<file path="config.mk">
export PLATFORM = sky130hd
export DESIGN_NAME = sdram_port_arbiter
export DESIGN_NICKNAME = d
export VERILOG_FILES = /design/src/rtl/sdram_pkg.sv /design/src/rtl/sdram_tag_fifo.sv /design/src/rtl/sdram_port_arbiter.sv
export SDC_FILE = /design/constraint.sdc
export NUM_CORES = 1
export LEC_CHECK = 0
export ABC_AREA = 1
export CORE_AREA = 2 2 219 221
export CTS_BUF_LIST = sky130_fd_sc_hd__clkbuf_16
export DETAILED_ROUTE_END_ITERATION = 16
export DIE_AREA = 0 0 221 223
export PLACE_DENSITY = 0.54
export RECOVER_POWER = 100
export SETUP_SLACK_MARGIN = 0.3
export SYNTH_ARGS = -nofsm -noshare
export SYNTH_HDL_FRONTEND = slang
export SYNTH_HIERARCHICAL = 1
export SYNTH_SLANG_ARGS = --single-unit
</file>
<file path="constraint.sdc">
create_clock -name clock -period 4.2 [get_ports clock]
set_input_delay 0.42 -clock clock [delete_from_list [all_inputs] [get_ports clock]]
set_output_delay 0.42 -clock clock [all_outputs]
set_load 0.03 [all_outputs]
</file>
<file path="src/rtl/sdram_pkg.sv">
// rtl/sdram_pkg.sv - shared widths, tag type and state encoding for the SDRAM port arbiter
//
// Purpose: constants and types used by sdram_port_arbiter and sdram_tag_fifo.
// Ports: none (package).
package sdram_pkg;

    localparam int SDRAM_ADDR_W = 29;
    localparam int SDRAM_DATA_W = 64;
    localparam int SDRAM_BE_W   = 8;
    localparam int SDRAM_BC_W   = 8;

    // One outstanding read command: which master issued it and how many beats it returns.
    typedef struct packed {
        logic                  id;
        logic [SDRAM_BC_W-1:0] bc;
    } sdram_tag_t;

    typedef enum logic [1:0] {
        ST_IDLE   = 2'd0,
        ST_CMD    = 2'd1,
        ST_WBURST = 2'd2
    } arb_state_t;

    // A burstcount of zero is treated as a single beat.
    function automatic logic [SDRAM_BC_W-1:0] norm_bc(input logic [SDRAM_BC_W-1:0] bc);
        return (bc == '0) ? SDRAM_BC_W'(1) : bc;
    endfunction

endpackage

</file>
<file path="src/rtl/sdram_tag_fifo.sv">
// rtl/sdram_tag_fifo.sv - synchronous FIFO of outstanding read tags
//
// Purpose: holds one sdram_tag_t per read command in flight at the slave.
// Ports:
//   clock, reset          clock and synchronous active-high reset
//   push, push_data       enqueue a tag
//   pop, pop_data         dequeue the head tag; pop_data is the current head
//   full, empty, count    occupancy status (all derived from registered state)
module sdram_tag_fifo
    import sdram_pkg::*;
#(
    parameter int DEPTH = 8,
    parameter int CNT_W = 4
) (
    input  logic             clock,
    input  logic             reset,
    input  logic             push,
    input  sdram_tag_t       push_data,
    input  logic             pop,
    output sdram_tag_t       pop_data,
    output logic             full,
    output logic             empty,
    output logic [CNT_W-1:0] count
);

    localparam int PTR_W = (DEPTH > 1) ? $clog2(DEPTH) : 1;

    sdram_tag_t       mem [DEPTH];
    logic [PTR_W-1:0] wr_ptr;
    logic [PTR_W-1:0] rd_ptr;
    logic             do_push;
    logic             do_pop;

    function automatic logic [PTR_W-1:0] next_ptr(input logic [PTR_W-1:0] p);
        return (p == PTR_W'(DEPTH - 1)) ? '0 : p + 1'b1;
    endfunction

    assign full     = (count == CNT_W'(DEPTH));
    assign empty    = (count == '0);
    assign pop_data = mem[rd_ptr];

    // A full FIFO still takes a push when the head leaves in the same cycle.
    assign do_push = push && (!full || pop);
    assign do_pop  = pop && !empty;

    always_ff @(posedge clock) begin
        if (do_push) begin
            mem[wr_ptr] <= push_data;
        end
    end

    always_ff @(posedge clock) begin
        if (reset) begin
            wr_ptr <= '0;
            rd_ptr <= '0;
            count  <= '0;
        end else begin
            if (do_push) begin
                wr_ptr <= next_ptr(wr_ptr);
            end
            if (do_pop) begin
                rd_ptr <= next_ptr(rd_ptr);
            end
            case ({do_push, do_pop})
                2'b10:   count <= count + 1'b1;
                2'b01:   count <= count - 1'b1;
                default: count <= count;
            endcase
        end
    end

endmodule

</file>
<file path="src/rtl/sdram_port_arbiter.sv">
// rtl/sdram_port_arbiter.sv - two-master round-robin arbiter for one Avalon-MM SDRAM port
//
// Purpose: shares one burst-capable SDRAM port between m0 and m1, holding the
// grant for whole write bursts, releasing after each read command, and routing
// read return beats to the issuing master via a tag FIFO.
// Ports:
//   clock, reset                    clock and synchronous active-high reset
//   m0_* / m1_*                     master-side Avalon-MM command, write and read-return signals
//   s_*                             slave-side Avalon-MM signals to the SDRAM controller
//   pending_count                   read commands issued but not fully returned
//   error                           sticky: read data returned with nothing pending
//   debug_value                     {grant, state, 0, pending_count, beat_cnt, 0}
module sdram_port_arbiter
    import sdram_pkg::*;
#(
    parameter int MAX_PENDING = 8,
    parameter int PEND_W      = 4
) (
    input  logic                    clock,
    input  logic                    reset,
    input  logic [SDRAM_ADDR_W-1:0] m0_address,
    input  logic [SDRAM_BC_W-1:0]   m0_burstcount,
    input  logic                    m0_read,
    input  logic                    m0_write,
    input  logic [SDRAM_DATA_W-1:0] m0_writedata,
    input  logic [SDRAM_BE_W-1:0]   m0_byteenable,
    output logic                    m0_waitrequest,
    output logic [SDRAM_DATA_W-1:0] m0_readdata,
    output logic                    m0_readdatavalid,
    input  logic [SDRAM_ADDR_W-1:0] m1_address,
    input  logic [SDRAM_BC_W-1:0]   m1_burstcount,
    input  logic                    m1_read,
    input  logic                    m1_write,
    input  logic [SDRAM_DATA_W-1:0] m1_writedata,
    input  logic [SDRAM_BE_W-1:0]   m1_byteenable,
    output logic                    m1_waitrequest,
    output logic [SDRAM_DATA_W-1:0] m1_readdata,
    output logic                    m1_readdatavalid,
    output logic [SDRAM_ADDR_W-1:0] s_address,
    output logic [SDRAM_BC_W-1:0]   s_burstcount,
    output logic                    s_read,
    output logic                    s_write,
    output logic [SDRAM_DATA_W-1:0] s_writedata,
    output logic [SDRAM_BE_W-1:0]   s_byteenable,
    input  logic                    s_waitrequest,
    input  logic [SDRAM_DATA_W-1:0] s_readdata,
    input  logic                    s_readdatavalid,
    output logic [PEND_W-1:0]       pending_count,
    output logic                    error,
    output logic [31:0]             debug_value
);

    arb_state_t            state;
    logic                  grant;
    logic                  last_grant;
    logic [SDRAM_BC_W-1:0] beat_cnt;   // beats of the current write burst still to accept
    logic [SDRAM_BC_W-1:0] ret_cnt;    // beats already returned for the head tag

    logic                  active;
    logic                  g_read;
    logic                  g_write;
    logic [SDRAM_BC_W-1:0] g_bc;
    logic                  m0_elig;
    logic                  m1_elig;
    logic                  rd_accept;
    logic                  wr_accept;
    logic                  rdv_hit;
    logic                  last_ret;

    sdram_tag_t            push_tag;
    sdram_tag_t            head_tag;
    logic                  fifo_full;
    logic                  fifo_empty;

    assign active  = (state != ST_IDLE);
    assign g_read  = grant ? m1_read  : m0_read;
    assign g_write = grant ? m1_write : m0_write;
    assign g_bc    = norm_bc(grant ? m1_burstcount : m0_burstcount);

    // Eligibility uses the registered full flag, so a pop in this cycle does not help.
    assign m0_elig = (m0_read || m0_write) && !(m0_read && fifo_full);
    assign m1_elig = (m1_read || m1_write) && !(m1_read && fifo_full);

    always_comb begin
        s_address    = '0;
        s_burstcount = '0;
        s_writedata  = '0;
        s_byteenable = '0;
        s_read       = 1'b0;
        s_write      = 1'b0;
        if (active) begin
            s_address    = grant ? m1_address    : m0_address;
            s_burstcount = grant ? m1_burstcount : m0_burstcount;
            s_writedata  = grant ? m1_writedata  : m0_writedata;
            s_byteenable = grant ? m1_byteenable : m0_byteenable;
            // Reads only start from CMD; a read alongside a write wins.
            s_read       = (state == ST_CMD) && g_read;
            s_write      = (state == ST_CMD) ? (g_write && !g_read) : g_write;
        end
    end

    assign m0_waitrequest = (active && !grant) ? s_waitrequest : 1'b1;
    assign m1_waitrequest = (active &&  grant) ? s_waitrequest : 1'b1;

    assign rd_accept = s_read  && !s_waitrequest;
    assign wr_accept = s_write && !s_waitrequest;

    assign push_tag.id = grant;
    assign push_tag.bc = g_bc;

    sdram_tag_fifo #(
        .DEPTH (MAX_PENDING),
        .CNT_W (PEND_W)
    ) u_tag_fifo (
        .clock     (clock),
        .reset     (reset),
        .push      (rd_accept),
        .push_data (push_tag),
        .pop       (last_ret),
        .pop_data  (head_tag),
        .full      (fifo_full),
        .empty     (fifo_empty),
        .count     (pending_count)
    );

    // Read return routing is zero-latency: the head tag names the owner of each beat.
    assign rdv_hit          = s_readdatavalid && !fifo_empty;
    assign last_ret         = rdv_hit && ((ret_cnt + 1'b1) == head_tag.bc);
    assign m0_readdatavalid = rdv_hit && !head_tag.id;
    assign m1_readdatavalid = rdv_hit &&  head_tag.id;
    assign m0_readdata      = s_readdata;
    assign m1_readdata      = s_readdata;

    always_ff @(posedge clock) begin
        if (reset) begin
            ret_cnt <= '0;
            error   <= 1'b0;
        end else begin
            if (last_ret) begin
                ret_cnt <= '0;
            end else if (rdv_hit) begin
                ret_cnt <= ret_cnt + 1'b1;
            end
            if (s_readdatavalid && fifo_empty) begin
                error <= 1'b1;
            end
        end
    end

    always_ff @(posedge clock) begin
        if (reset) begin
            state      <= ST_IDLE;
            grant      <= 1'b0;
            last_grant <= 1'b1;
            beat_cnt   <= '0;
        end else begin
            case (state)
                ST_IDLE: begin
                    if (m0_elig && m1_elig) begin
                        grant <= ~last_grant;
                        state <= ST_CMD;
                    end else if (m0_elig) begin
                        grant <= 1'b0;
                        state <= ST_CMD;
                    end else if (m1_elig) begin
                        grant <= 1'b1;
                        state <= ST_CMD;
                    end
                end
                ST_CMD: begin
                    if (rd_accept) begin
                        last_grant <= grant;
                        state      <= ST_IDLE;
                    end else if (wr_accept) begin
                        if (g_bc == SDRAM_BC_W'(1)) begin
                            last_grant <= grant;
                            state      <= ST_IDLE;
                        end else begin
                            beat_cnt <= g_bc - 1'b1;
                            state    <= ST_WBURST;
                        end
                    end else if (!g_read && !g_write) begin
                        // Master withdrew its request: release without touching fairness.
                        state <= ST_IDLE;
                    end
                end
                ST_WBURST: begin
                    if (!g_write) begin
                        beat_cnt <= '0;
                        state    <= ST_IDLE;
                    end else if (wr_accept) begin
                        beat_cnt <= beat_cnt - 1'b1;
                        if (beat_cnt == SDRAM_BC_W'(1)) begin
                            last_grant <= grant;
                            state      <= ST_IDLE;
                        end
                    end
                end
                default: state <= ST_IDLE;
            endcase
        end
    end

    logic [1:0] grant_vec;
    assign grant_vec   = active ? (grant ? 2'b10 : 2'b01) : 2'b00;
    assign debug_value = {grant_vec, state, 4'b0, 8'(pending_count), beat_cnt, 8'b0};

endmodule

</file>
==> results of run 1 <==
[kinds of logic after synthesis]
group,Yosys count,synth area share (%)
AOI/OAI and AO/OA,209,19.6
xor gates and xnor gates,11,1.25
adders and majority gates,12,1.95
buffers and inverters,268,21.4
DFF,106,37.0
muxes,9,1.17
other,1,0.0488
and+or+nand+nor,300,17.7
[power breakdown]
part	leakage [nW]	internal (mW)	switching, mW
sequential	0.926	1.15	0.0337
combinational	3.37	0.538	0.775
clock	0.151	0.474	0.410
[layer usage]
metal	vias up	GRT usage, %	part of all wire (%)
li1	3390	-	-
met1	3353	14.2	35
met2	370	25.5	52
met3	52	6.39	11
met4	22	3.25	2.0
met5	-	0	0.38
[state kept, by name (all words and copies together) (netlist names), named ones only]
name,count
error,1
last_grant,1
u_tag_fifo/rd_ptr,3
grant,1
beat_cnt,8
ret_cnt,8
u_tag_fifo/mem,72
u_tag_fifo/count,4
u_tag_fifo/wr_ptr,3
state,2
[worst min-delay path by stage]
stage                    startpoint  depth (start not counted)                   end  slack (ns)
2_1_floorplan            last_grant                          2            last_grant        0.45
3_5_place_dp             last_grant                          2            last_grant        0.47
3_3_place_gp             last_grant                          2            last_grant        0.47
6_report                 last_grant                          2            last_grant        0.49
4_1_cts                  last_grant                          2            last_grant        0.49
5_1_grt        u_tag_fifo/wr_ptr[0]                          2  u_tag_fifo/wr_ptr[0]        0.53
[cell usage after synthesis (2+ instances only)]
library cell,n
nand2_4,5
a22o_1,101
a21oi_2,6
edfxtp_1,72
nand3_2,2
nand3b_1,3
o21ai_0,49
o21ai_2,7
o22ai_1,10
clkbuf_1,10
mux2i_1,9
buf_4,153
xnor2_1,5
nor2_2,4
nor2_4,4
inv_4,2
nand3_1,21
a21oi_1,12
nand2_1,122
o21ai_1,18
inv_2,7
xor2_1,6
nand4_1,6
buf_2,21
dfxtp_1,34
a31oi_1,2
inv_1,70
ha_1,12
nor2_1,108
buf_6,4
nand2_2,13
nor3_1,5
[worst max-delay path, cell delays in order (launching register included)]
cell and delay [ns]:
dfxtp_1 0.66, clkinvlp_2 0.45, nor2_4 0.19, buf_6 0.58, a22o_1 0.35, dlygate4sd3_1 0.78
[timing repair]
item | 4_1_cts | 5_1_grt
resized for setup | 0 | 1
setup buffers | 0 | 0
setup endpoints to repair | 0 | 1
[stage by stage]
| step | utilization, % | instances | setup WS (ns) |
|---|---|---|---|
| 6_report | 23.7 | 1758 | 0.341 |
| 5_1_grt | 23.7 | 1757 | 0.182 |
| 2_1_floorplan | - | 931 | 1.17 |
| 4_1_cts | 23.9 | 1753 | 0.442 |
| 3_3_place_gp | 23.2 | 1737 | 0.781 |
| 3_5_place_dp | 23.2 | 1737 | 0.733 |
[area by class of cell]
class	count	area (um^2)
repair buffers	379	3740
multi-input cells	557	3200
clock inverters	7	87.6
well taps	615	769
clock buffers	9	225
flip-flops and latches	106	2840
inverters	80	304
fillers	5120	36000
diodes	5	12.5
==> key figures, run 1 <==
Routing
  • Detail-routed via count per cell: 4.09
  • Post-DRT Antenna Nets: 0
  • Via Count: 7187
  • Wirelength per Cell: 20.6 um
  • Number of DRC markers in iteration 0: 416
  • Final Routed Wirelength: 36200 um
  • Drt first pass iters: 5
  • DRC violation count after routing: 0

Floorplan
  • Count of standard-cell rows: 80
  • Starting Density: 16.3%
  • Top Ports: 570
  • Area of the core region: 47100 um^2
  • DIE AREA: 49300 um^2
  • Die X: 221 um
  • Die outline height: 223 um

Cells and area
  • Most common library cell in the layout ignoring fill and taps: clkdlybuf4s50_1
  • Syn-to-layout area delta: 45.4%
  • Post-route cell area: 11200 um^2
  • Most used cells in the layout excluding fill and tap cells: clkdlybuf4s50_1 (229), dlygate4sd3_1 (132), nand2_1 (126)
  • Fraction of layout cells with a size suffix above 1: 5.71%
  • Post-layout net count: 1435

CTS
  • Maximum number of buffers from clock root to sink: 2
  • CTS tree: built
  • Clock-pin slew of the registers on the worst-case setup and hold paths: 0.07 ns
  • CTS Hold Buffers Added: 0
  • H-Tree Level Count: 3
  • Clock root cell: clkbuf_16
  • Clock sink count: 106
  • CTS Buf Count: 9
  • Worst-Skew Late Latency: 0.35 ns

Yosys
  • Number of warnings printed during yosys synthesis: 6
  • Gate count of the mapped netlist: 916
  • Synthesized area divided by synthesized cell count: 8.39 um^2
  • Top flip-flop cell by instance count after synthesis: edfxtp_1
  • Number of register bits inferred by synthesis: 106
  • Cell accounting for the most synthesized area: edfxtp_1
  • Portion of synthesized cell area occupied by the leading cell type: 28.1%
  • Share of async-settable or async-resettable flops after synthesis: 0%
  • Most area-consuming cells after synthesis: edfxtp_1 (28%), buf_4 (15%), a22o_1 (12%), dfxtp_1 (8.9%), nand2_1 (6.0%)
  • EDFF count, synth: 72
  • Portion of the post-synthesis area used by sequential elements: 37.0%
  • Netlist area before placement: 7690 um^2
  • Count of unique library cells instantiated by Yosys: 45

Pwr
  • Peak ir drop on the vdd network: 255 uV
  • Cell area power density: 303 nW/um^2
  • Total power draw: 3.39 mW
  • Static Leakage: 4.44 nW

Timing
  • Final max-slew violation count: 0
  • Max Clock Freq: 0.259 GHz
  • Final Cycle Share: 91.9%
  • Sum Neg Setup Slack: 0 ns
  • Clock tree skew after final layout: 0.0188 ns
  • Final Critical Period: 3.86 ns
  • Min Hold Slack: 0.486 ns
  • Unrepaired setup endpoints after global routing: false
  • Tightest slew margin relative to the limit: 16.5%
  • Final hold viol count: 0
  • Total setup violations reported at the end of the flow: 0
  • Transition time of the tightest slew-check pin: 1.24 ns

GRT
  • Via count of the first global-routing pass: 6995
  • Total Routing Usage GR: 13.8%
  • Overflow left after global routing: 0
  • Maximum number of pins on one net before global-route repair: 104
  • First-pass GRT wire length: 49400 um
  • Antenna violations before repair: 22

Worst setup path
  • Capturing point of the worst reg2reg path: u_tag_fifo/mem[3][3]
  • Kind of launch point of the worst setup path: flop
  • Arrival time of the worst setup path: 3.44 ns
  • Launch point of the worst path: grant
  • Worst setup path end: s_writedata[35]
  • Depth of the worst register-to-register path: 18
  • WS Path Type: reg -> out
  • Worst reg-to-reg setup slack: 0.55 ns
  • Crit path capture type: primary output
  • Crit Path Max Fanout: 103
  • Worst Path Required: 3.78 ns

Placed design
  • Area after DPL: 11000 um^2
  • Estimated wirelength of the detail-placed design: 31000 um
  • Last weighted congestion value of the routability-driven placer: 0.852
  • Buffers on Ports: 361

Status
  • Result of the run: finished, final reports clean

Job
  • Max Cap Viol: 0

Hold path
  • Class of the most critical hold timing path: reg -> reg
No activity file was read; power rests on OpenSTA's default activity.
==> run 2: changes to the inputs <==
--- a/config.mk
+++ b/config.mk
@@ -5,12 +5,12 @@
 export SDC_FILE = /design/constraint.sdc
 export NUM_CORES = 1
 export LEC_CHECK = 0
-export ABC_AREA = 1
-export CORE_AREA = 2 2 219 221
+export ABC_AREA = 0
+export CORE_AREA = 2 2 223 225
 export CTS_BUF_LIST = sky130_fd_sc_hd__clkbuf_16
 export DETAILED_ROUTE_END_ITERATION = 16
-export DIE_AREA = 0 0 221 223
-export PLACE_DENSITY = 0.54
+export DIE_AREA = 0 0 225 227
+export PLACE_DENSITY = 0.53
 export RECOVER_POWER = 100
 export SETUP_SLACK_MARGIN = 0.3
 export SYNTH_ARGS = -nofsm -noshare
==> key figures, run 2 <==
Timing
  • Crit path setup slack, layout: 0.303 ns
  • Tightest slew margin relative to the limit: 9.46%
  • Final max-slew violation count: 0
  • Unrepaired setup endpoints after global routing: true
  • Transition time of the tightest slew-check pin: 1.34 ns
  • Final Cycle Share: 92.8%
  • Final Critical Period: 3.90 ns
  • Total setup violations reported at the end of the flow: 0
  • Max Clock Freq: 0.257 GHz
  • Final hold viol count: 0
  • Min Hold Slack: 0.463 ns
  • Sum Neg Setup Slack: 0 ns
  • Clock tree skew after final layout: 0.0108 ns

Placed design
  • Area after DPL: 11400 um^2
  • Worst slack, placed: 0.354 ns
  • Buffers on Ports: 361
  • Last weighted congestion value of the routability-driven placer: 0.898
  • Estimated wirelength of the detail-placed design: 42400 um

Pwr
  • Total power draw: 3.17 mW
  • Static Leakage: 4.29 nW
  • Clock share of power: 26.3%
  • Cell area power density: 271 nW/um^2
  • P_sw: 1.09 mW
  • Portion of total power attributed to sequential cells: 36.7%
  • Switching part of the total power: 34.5%
  • Peak ir drop on the vdd network: 156 uV
  • Combinational group share of total power: 37.0%
  • Design internal power: 2.07 mW

Routing
  • Drt first pass iters: 5
  • Final Routed Wirelength: 48500 um
  • Via Count: 7121
  • Detail-routed via count per cell: 4.26
  • DRC violation count after routing: 0
  • Number of DRC markers in iteration 0: 488
  • Wirelength per Cell: 29.0 um
  • Post-DRT Antenna Nets: 0

Yosys
  • Most area-consuming cells after synthesis: edfxtp_1 (27%), buf_4 (15%), mux2i_1 (14%), dfxtp_1 (8.5%), nor2_1 (6.8%)
  • Netlist area before placement: 7990 um^2
  • List of most frequent post-synthesis cells: buf_4 (158), nor2_1 (145), mux2i_1 (111)
  • EDFF count, synth: 72
  • Synthesized area divided by synthesized cell count: 9.94 um^2
  • Top flip-flop cell by instance count after synthesis: edfxtp_1
  • Gate count of the mapped netlist: 804
  • Count of unique library cells instantiated by Yosys: 77
  • Portion of the post-synthesis area used by sequential elements: 35.6%
  • Cell accounting for the most synthesized area: edfxtp_1
  • Portion of synthesized cell area occupied by the leading cell type: 27.0%
  • Share of async-settable or async-resettable flops after synthesis: 0%
  • Number of register bits inferred by synthesis: 106
  • Most repeated cell in the gate-level netlist after synthesis: buf_4
  • Number of warnings printed during yosys synthesis: 6

Hold path
  • Worst Min Path Start: error
  • Class of the most critical hold timing path: reg -> reg

GRT
  • Total Routing Usage GR: 18.2%
  • Maximum number of pins on one net before global-route repair: 78
  • Antenna violations before repair: 29
  • Met1 usage in global routing: 21.3%
  • Met2 Usage GRT: 30.1%
  • Overflow left after global routing: 0
  • Met3 routing resource usage after global routing: 10.1%
  • Busiest layer in global routing: met2
  • Via count of the first global-routing pass: 6754
  • First-pass GRT wire length: 61700 um

Worst setup path
  • Kind of launch point of the worst setup path: flop
  • Worst Path Required: 4.49 ns
  • Crit path capture type: flop
  • WS Path Type: reg -> reg
  • Arrival time of the worst setup path: 4.19 ns
  • Crit Path Max Fanout: 8

Cells and area
  • Largest regs: u_tag_fifo/mem x72, beat_cnt x8, ret_cnt x8
  • Fraction of layout cells with a size suffix above 1: 8.88%
  • Largest register FFs: 72
  • Most used cells in the layout excluding fill and tap cells: clkdlybuf4s50_1 (227), nor2_1 (144), dlygate4sd3_1 (134)
  • Post-route cell area: 11700 um^2
  • Register ranked first by flip-flop count: u_tag_fifo/mem
  • Syn-to-layout area delta: 46.4%
  • Most common library cell in the layout ignoring fill and taps: clkdlybuf4s50_1
  • Post-layout net count: 1344

CTS
  • Clock root cell: clkbuf_16
  • H-Tree Level Count: 3
  • Worst-Skew Late Latency: 0.35 ns
  • Clock-pin slew of the registers on the worst-case setup and hold paths: 0.07 ns
  • Clock sink count: 106
  • CTS Buf Count: 9
  • Maximum number of buffers from clock root to sink: 2
  • CTS tree: built

Floorplan
  • Die X: 225 um
  • DIE AREA: 51100 um^2
  • Count of standard-cell rows: 81
  • Top Ports: 570
  • Starting Density: 16.5%
  • Die outline height: 227 um
  • Area of the core region: 48500 um^2

Job
  • Max Cap Viol: 0

Status
  • Result of the run: finished, final reports clean
-- run 2: cell type report --
type	instances	area, um^2
Antenna cell	3	7.51
Clock buffer	9	225
Clock inverter	7	62.6
Fill cell	5216	36800
Inverter	16	60.1
Multi-Input combinational cell	513	3840
Sequential cell	106	2850
Tap cell	622	778
Timing Repair Buffer	396	3880
-- run 2: power groups by stage --
stage          clock network (mW)  registers, mW  logic, mW
3_5_place_dp                    0           1.19       1.23
2_1_floorplan                   0           1.18      0.819
6_report                    0.834           1.16       1.17
4_1_cts                     0.853           1.16       1.23
5_1_grt                     0.886           1.17       1.23
3_3_place_gp                    0           1.18       1.23
-- run 2: cell families (layout without fill, tap and decap cells) --
kind of cell	count (synthesis)	count (layout)	share of synthesized area, %
and+or+nand+nor	239	239	14.1
buffers and inverters	200	428	17.2
muxes	143	143	21.1
DFF	106	106	35.6
AOI/OAI and AO/OA	81	81	7.64
xor gates and xnor gates	22	22	2.41
adders and majority gates	12	12	1.88
other	1	19	0.0469
-- run 2: per-layer routing --
layer  routed length, um  up-vias  share of wire, %
met5                 201        -              0.41
met4                 534       32               1.1
met3                6210       73                13
met2               22800      495                47
met1               18700     3350                39
li1                    -     3171                 -
-- run 2: final timing paths --
kind,cells after the start,endpoint,slack (ns)
max,16,u_tag_fifo/count[2],0.30
min,2,error,0.46
max reg2reg,16,u_tag_fifo/count[2],0.30
min reg2reg,2,error,0.46
-- run 2: what timing repair did --
action / 4_1_cts / 5_1_grt
resized for setup: 0 / 6
hold buffers: 0 / 0
setup buffers: 0 / 10
setup endpoints to repair: 0 / 2
-- run 2: critical path: stages, from the launching register on --
cell and delay, ns:
dfxtp_1 0.44, clkbuf_16 0.21, mux4_2 0.48, mux2_2 0.28, xor2_1 0.17, and4_1 0.21
o211ai_1 0.17, nor4_4 0.34, clkbuf_1 0.21, o21ai_4 0.09, ha_1 0.22, xor2_1 0.15
ha_1 0.20, a21oi_2 0.11, xor2_1 0.08, or3_1 0.32, a21oi_2 0.13
-- run 2: stage by stage --
stage / std cells / util (%)
4_1_cts: 1658 / 24.1
3_3_place_gp: 1642 / 23.5
2_1_floorplan: 819 / -
6_report: 1672 / 24.1
5_1_grt: 1669 / 24.1
3_5_place_dp: 1642 / 23.5
